### src/rtl/datapath.sv
// Single-cycle MIPS-style datapath.
// Holds the PC and a 32 x n register file. Operand selection, the ALU,
// write-back selection and next-PC selection are combinational. All
// control comes from an external controller, and both memories are external.
module datapath #(
    parameter int n = 32
) (
    input  logic         clk,
    input  logic         reset,
    input  logic         memtoreg,
    input  logic         pcsrc,
    input  logic         alusrc,
    input  logic         regdst,
    input  logic         regwrite,
    input  logic         jump,
    input  logic [2:0]   alucontrol,
    output logic         zero,
    output logic [n-1:0] pc,
    input  logic [n-1:0] instr,
    output logic [n-1:0] aluout,
    output logic [n-1:0] writedata,
    input  logic [n-1:0] readdata
);

    localparam logic [2:0] ALU_AND = 3'b000;
    localparam logic [2:0] ALU_OR  = 3'b001;
    localparam logic [2:0] ALU_ADD = 3'b010;
    localparam logic [2:0] ALU_SUB = 3'b110;
    localparam logic [2:0] ALU_SLT = 3'b111;

    logic [n-1:0] r_pc;
    logic [n-1:0] r_rf [0:31];

    logic [4:0]   w_rs;
    logic [4:0]   w_rt;
    logic [4:0]   w_rd;
    logic [15:0]  w_imm;
    logic [n-1:0] w_signimm;
    logic [n-1:0] w_rd1;
    logic [n-1:0] w_rd2;
    logic [n-1:0] w_srcb;
    logic [n-1:0] w_alu;
    logic [n-1:0] w_result;
    logic [4:0]   w_waddr;
    logic [n-1:0] w_pcplus4;
    logic [n-1:0] w_pcbranch;
    logic [n-1:0] w_pcnextbr;
    logic [n-1:0] w_pcjump;
    logic [n-1:0] w_pcnext;

    // The opcode and funct fields are decoded by the controller, not here.
    logic w_unused_opcode;
    assign w_unused_opcode = ^instr[31:26];

    // Split the instruction into its fields and sign-extend the immediate.
    always_comb begin
        w_rs      = instr[25:21];
        w_rt      = instr[20:16];
        w_rd      = instr[15:11];
        w_imm     = instr[15:0];
        w_signimm = {{(n-16){w_imm[15]}}, w_imm};
    end

    // Register file read ports. Register 0 is hard-wired to zero.
    always_comb begin
        w_rd1 = '0;
        w_rd2 = '0;
        if (w_rs != 5'd0) begin
            w_rd1 = r_rf[w_rs];
        end
        if (w_rt != 5'd0) begin
            w_rd2 = r_rf[w_rt];
        end
    end

    // ALU operand B select.
    always_comb begin
        w_srcb = alusrc ? w_signimm : w_rd2;
    end

    // ALU. The unused encodings produce zero. Add and subtract wrap.
    always_comb begin
        w_alu = '0;
        case (alucontrol)
            ALU_AND: w_alu = w_rd1 & w_srcb;
            ALU_OR:  w_alu = w_rd1 | w_srcb;
            ALU_ADD: w_alu = w_rd1 + w_srcb;
            ALU_SUB: w_alu = w_rd1 - w_srcb;
            ALU_SLT: w_alu = ($signed(w_rd1) < $signed(w_srcb)) ? {{(n-1){1'b0}}, 1'b1} : '0;
            default: w_alu = '0;
        endcase
    end

    // Write-back data and destination register select.
    always_comb begin
        w_result = memtoreg ? readdata : w_alu;
        w_waddr  = regdst ? w_rd : w_rt;
    end

    // Next-PC select. A jump overrides both the branch and the sequential path.
    always_comb begin
        w_pcplus4  = r_pc + n'(4);
        w_pcbranch = w_pcplus4 + {w_signimm[n-3:0], 2'b00};
        w_pcnextbr = pcsrc ? w_pcbranch : w_pcplus4;
        w_pcjump   = {w_pcplus4[n-1:n-4], instr[25:0], 2'b00};
        w_pcnext   = jump ? w_pcjump : w_pcnextbr;
    end

    // PC register. Reset returns it to address zero.
    always_ff @(posedge clk) begin
        if (reset) begin
            r_pc <= '0;
        end else begin
            r_pc <= w_pcnext;
        end
    end

    // Register file write port. Reset clears every entry and discards any
    // write in that cycle. Writes to register 0 are dropped.
    always_ff @(posedge clk) begin
        if (reset) begin
            for (int i = 0; i < 32; i++) begin
                r_rf[i] <= '0;
            end
        end else if (regwrite && (w_waddr != 5'd0)) begin
            r_rf[w_waddr] <= w_result;
        end
    end

    // Drive the outputs from the current state and the instruction.
    always_comb begin
        pc        = r_pc;
        aluout    = w_alu;
        zero      = (w_alu == '0);
        writedata = w_rd2;
    end

endmodule

### config.mk
export PLATFORM = sky130hd
export DESIGN_NAME = datapath
export DESIGN_NICKNAME = d
export VERILOG_FILES = /design/src/rtl/datapath.sv
export SDC_FILE = /design/constraint.sdc
export NUM_CORES = 2
export LEC_CHECK = 0
export BUFFER_PORTS_ARGS = -buffer_cell sky130_fd_sc_hd__buf_2
export CAP_MARGIN = 20
export CORE_MARGIN = 5
export CORE_UTILIZATION = 57
export CTS_CLUSTER_SIZE = 25
export DETAILED_ROUTE_END_ITERATION = 8
export GPL_TIMING_DRIVEN = 1
export HOLD_SLACK_MARGIN = 0.02
export PLACE_DENSITY = 0.77
export SETUP_SLACK_MARGIN = 0.1
export SLEW_MARGIN = 20
export SYNTH_ARGS = -nofsm -noshare
export SYNTH_HDL_FRONTEND = slang
export SYNTH_SLANG_ARGS = --single-unit
### constraint.sdc
create_clock -name clk -period 8.89 [get_ports clk]
set_input_delay 1.3335 -clock clk [delete_from_list [all_inputs] [get_ports clk]]
set_output_delay 1.3335 -clock clk [all_outputs]
set_load 0.005 [all_outputs]
Word-level counts from Yosys, hierarchy flattened:

Memory sizes are Yosys's and may differ from the RTL's.
Cells that the tools add are included.

* muxes and demuxes: 17
* $lt $le $gt $ge: 1
* multipliers: 0
* shift-type cells: 0
* bitwise operators: 2
* divide/modulo/power cells: 0
* equal/unequal tests: 4
* reduce and logical (&&, ||, !) cells: 8
* $add $sub $neg: 4

Operator list (number)
* 32-bit two-way mux: 7
* 32-bit one-hot mux with 5 select lines: 1
* 32-bit adder: 2
* 32-bit by 3-bit adder with 32-bit output (second input constant): 1
* 32-bit bitwise AND: 1
* 32-bit zero test: 1
* 32-bit less-than comparator: 1
* 32-bit bitwise OR: 1
* 32-bit OR reduction: 1
* 32-bit subtractor: 1
* 5-bit nonzero test: 3
* 5-bit two-way mux: 2
* 1-bit two-way mux: 7
* 3-bit == test (second input constant): 2
* 3-bit by 1-bit == test with 1-bit output (second input constant): 1
* 3-bit by 2-bit == test with 1-bit output (second input constant): 1
* 3-bit zero test: 1
* 2-bit OR reduction: 1
* 1-bit logical AND: 1

* input port bits: 75
* output and inout bits: 97
* register bits after elaboration: 32
* bits in latches: 0
* bits in read-only memories: 0
* memories: 1
* word-level logic and storage cells: 39
* memory bits (writable): 1024

Memories
* r_rf: depth 32, bits a word 32, rd ports 2, clocked after Yosys merged registers in 0, wr ports 32, RTL line 32 `logic [n-1:0] r_rf [0:31];`

Longest topological paths before layout:

* depth after elaboration: 8
* depth in mapped cells: 27
* depth with buffers taken out: 21

Worst setup path after synthesis:

No wires, ideal clock.

* kind: input port to output port
* from: input port instr[21]
* to: output port zero
* path buffers: 5
* path slack: 0.052 ns
* stages: 22
* arrival: 7.505 ns
* data required time: 7.556 ns
* path through: clkbuf_1 > buf_2 > buf_1 > buf_2 > buf_1 > mux2i_1 > o221ai_1 > a221oi_1 > or3_1 > ha_1 > fa_1 > o21bai_1 > nor4b_2 > nand4bb_1 > nand3_1 > o21ai_2 > o311a_1 > mux2_4 > a221o_1 > or4_1 > or4_1 > nor2_1

* elaborated cells between the ends (all ways): 11
* classes of those cells: add/sub (2); order compare (1); mux (3); bitwise (2); reduce/logical (2); memory (1)

RTL lines
* from (decl): RTL line 19 `input logic [n-1:0] instr,`
* memory 32 x 32 bit / 5-bit nonzero test (equally long branches)
* 32-bit two-way mux (*): RTL line 68 `if (w_rs != 5'd0) begin`
* 32-bit subtractor, or another cell as far along: RTL line 88 `ALU_SUB: w_alu = w_rd1 - w_srcb;`
* 32-bit one-hot mux with 5 select lines (*): RTL line 84 `case (alucontrol)`
* via aluout[26]: RTL line 20 `output logic [n-1:0] aluout,`
* 32-bit zero test (*): RTL line 134 `zero = (w_alu == '0);`
* to (decl): RTL line 17 `output logic zero,`

The timed path passes the listed nets; every way through them passes the cells marked *.

Final worst setup path:

* from: input port instr[17]
* to: output port zero

* longest elaborated chain between the ends: 7
* elaborated cells between the ends (all ways): 12
* classes of those cells: add/sub (2); order compare (1); mux (4); bitwise (2); reduce/logical (2); memory (1)

Ends and longest elaborated chain
* memory 32 x 32 bit / 5-bit nonzero test (equally long branches)
* 32-bit two-way mux (*): RTL line 71 `if (w_rt != 5'd0) begin`
* 32-bit two-way mux (*): RTL line 78 `w_srcb = alusrc ? w_signimm : w_rd2;`
* 32-bit less-than comparator: RTL line 89 `ALU_SLT: w_alu = ($signed(w_rd1) < $signed(w_srcb)) ? {{(n-1){1'b0}}, 1'b1} : '0;`
* 1-bit two-way mux: RTL line 89
* 32-bit one-hot mux with 5 select lines (*): RTL line 84
* 32-bit zero test (*): RTL line 134

Every way passes the cells marked *; elsewhere a longest branch is shown, timed or not.

==> results.md <==
* Startpoint types: input port
* Num rows at 120
* MaxCap Viol Count at 0
* Setup CP Type: input port to output port
* Status: finished clean
* WHS Path Cells at 3
* RSZ-0062 raised after global routing: no
* Clock Power Share at 33.0%
* Mean Syn Cell Area at 12.8 um^2
* Fmax at 0.116 GHz
* Worst slew margin at 24.1%
* Setup TNS at 0 ps
* Final period utilization at 97.1%
* Total track usage at 38.0%
* Final WL at 219 mm
* Synth Flop Type: edfxtp_1
* Fillers at 7437
* Global-route congestion overflow total at 0
* Final net count at 5247
* DRC viols at 0
* Post-synthesis sequential area ratio at 51.4%
* Placed wire-length estimate at 138 mm
* Crit Path Max Fanout at 27
* Part of the power in registers at 44.1%
* Final setup violation count at 0
* Detailed Routing Iterations Pass 1 at 6
* Total Power at 13.1 mW
* Post-cts hold buffer count at 0
* Final Hold Fails at 0
* Area of placed instances at 65800 um^2
* Routed via count at 47500
* Layout cells sized above 1 at 28.2%
* Core ar. at 107000 um^2
* Critical Path RT at 7560 ps
* GP Congestion at 0.943
* Top Ports at 172
* Internal power at 9.26 mW
* Total die area at 114000 um^2
* Pre-CTS WS at -31.7 ps
* Hold slack at 686 ps
* Clock sink count at 1054
* Synth Cell Area at 61000 um^2
* Die H at 337 um
* Area contributors post-synth: edfxtp_1, mux4_2, nor2_1, mux2i_1, ha_1
* Clock tree buffer depth at 3
* Initial antenna violation count at 7
* Port Buf Inserts at 163
* Vias/cell at 7.26
* CTS tree: done
* Number of global-route vias before repair at 47200
* Net Sw Power at 3.83 mW
* Initial Util at 57.2%
* Async SR Flop Fraction at 0%
* Post-route setup slack at 259 ps
* Clock Skews at 40.7 ps
* Yosys reg bits at 1054
* Worst Path Arrival at 7300 ps
* P_leak at 25.9 nW
* Pin count of the biggest net entering global routing at 83
* HP Class: flop to flop
* Worst-Skew Late Latency at 700 ps
* Syn Inst Count at 4786
* CTS root buf: clkbuf_16
* Max Slew Vio Count at 0
* Cell Pwr Density at 188 nW/um^2
* Reg clk slew, reported paths at 60 ps
* Layout area overhead at 14.0%
* Finished layout cell area at 69600 um^2
* H-tree depth at 3
* Total CTS buffers at 104
* Crit. End Element: output port
* Largest area contributor in the netlist: edfxtp_1
* 1st-iter DRT viols at 8003
* Die outline width at 337 um
* Comb pwr share at 22.9%
* Max VDD drop at 0.157 mV
* R2R depth at 20
* Post-synth EDFFs at 1024
* First-pass GRT wire length at 312 mm
* WL per Instance at 33.5 um
* Synth cell types at 84
* Final min period at 8630 ps
* Switch share at 29.2%
* Worst reg-to-reg setup slack at 2410 ps
* Share of the synthesized area in the top cell type at 50.4%
* Worst-Margin Slew at 1110 ps
* Post-DRT Antenna Nets at 0
* Yosys warnings at 0
## final timing paths
path                  end         from
min                pc[31]       pc[31]
max                  zero    instr[17]
min reg2reg        pc[31]       pc[31]
max reg2reg  r_rf[27][25]  r_rf[16][1]
## area by class of cell
type / count / area [um^2] / area share (%)
clock buffer: 134 / 2720 / 3.90
inverter: 155 / 587 / 0.843
tap: 1403 / 1760 / 2.52
timing repair buffer: 561 / 4440 / 6.38
antenna: 8 / 20.0 / 0.0288
multi-input combinational: 3167 / 28200 / 40.5
sequential: 1054 / 31400 / 45.1
clock inverter: 60 / 548 / 0.788
## power by group through the flow
stage               sequential [mW]  clock [mW]  combinational, mW
global route                   5.79        4.53               3.13
global placement               5.84           0               2.79
detailed placement             5.86           0               2.83
finish                         5.78        4.32               2.99
floorplan                      5.82           0               1.70
CTS                            5.76        4.30               2.85
## critical path, stage by stage
cell      delay [ps]
buf_12           200
buf_12           260
buf_12           210
buf_4            190
mux4_2           330
mux4_2           500
mux2i_1          290
nor2_1           150
mux2i_1          290
ha_1             350
nand2_1          150
nor3_1            80
a221o_1          460
o31ai_2          270
buf_4            150
a21boi_0          90
buf_4            160
o41ai_2          400
nor4_1           130
buf_4            150
a31oi_1          160
nand3_1          160
or4_1            550
nor2_1           110
buf_2            130
## layer usage
metal  up-vias  GRT usage (%)  part of all wire [%]
li1      18500              -                     -
met1     23100           47.0                    30
met3      1118           14.5                    18
met2      4798           57.6                    45
met4         6           22.1                   7.4
met5         -          0.340                 0.032
## timing repair
item / in CTS / in global routing
setup buffers: 0 / 7
gates cloned: 0 / 1
endpoints found under the setup margin: 1 / 1
resized for setup: 5 / 36
pin swaps: 0 / 3
## synth_stat cells, types with 12 or more instances
cell / n
nor2_1: 1170
edfxtp_1: 1024
mux4_2: 566
clkbuf_1: 349
nand2_1: 211
mux2i_1: 179
inv_1: 150
ha_1: 126
a21oi_1: 110
nor3_1: 74
buf_1: 72
o21ai_0: 68
nand2b_1: 51
xnor2_1: 39
nand3_1: 38
or3_1: 38
mux2_2: 35
dfxtp_1: 30
o211ai_1: 27
o22ai_1: 26
a211oi_1: 25
nor2b_1: 25
o21a_1: 23
a21o_1: 21
o221ai_1: 21
xor2_1: 21
a22o_1: 19
buf_2: 19
a211o_1: 16
a31oi_1: 16
and3_1: 16
a221oi_1: 15
nand4_1: 12
o21bai_1: 12
## cell families (layout without fill, tap and decap cells)
| group | count (synthesis) | after routing | share of synthesized area [%] |
|---|---|---|---|
| XOR/XNOR | 60 | 60 | 0.861 |
| multiplexers | 781 | 781 | 24.5 |
| AO/OA/AOI/OAI | 478 | 478 | 5.39 |
| AND/OR/NAND/NOR | 1685 | 1685 | 11.5 |
| adder cells (fa/ha/maj) | 129 | 129 | 2.68 |
| other | 1 | 42 | 0.00614 |
| buffers and inverters | 598 | 910 | 3.74 |
| flip-flops | 1054 | 1054 | 51.4 |
## cell usage in the layout, fill, tap and decap left out, types with 30 or more instances in the layout
cell type  instances
clkbuf_16        106
o21ai_0           67
edfxtp_1        1024
xnor2_1           39
mux4_2           566
nor2_1          1168
a21oi_1          109
nand2_1          179
clkbuf_1          30
conb_1            34
mux2i_1          144
inv_1            149
mux2_2            35
buf_2            154
nand2_2           32
or3_1             36
nand3_1           37
buf_4            359
nand2b_2          31
nor3_1            72
dfxtp_1           30
ha_1             124
## state kept, by name (all words and copies together) (netlist names)
signal  flops
pc         30
r_rf     1024
## metrics by stage
step,util [%],cells
final,65.2,6542
after global routing,65.2,6536
after CTS,64.7,6518
after detailed placement,61.7,6324
after global placement,61.6,6323
after floorplan,-,4819
Note: power is estimated with default switching activity, not from simulation.
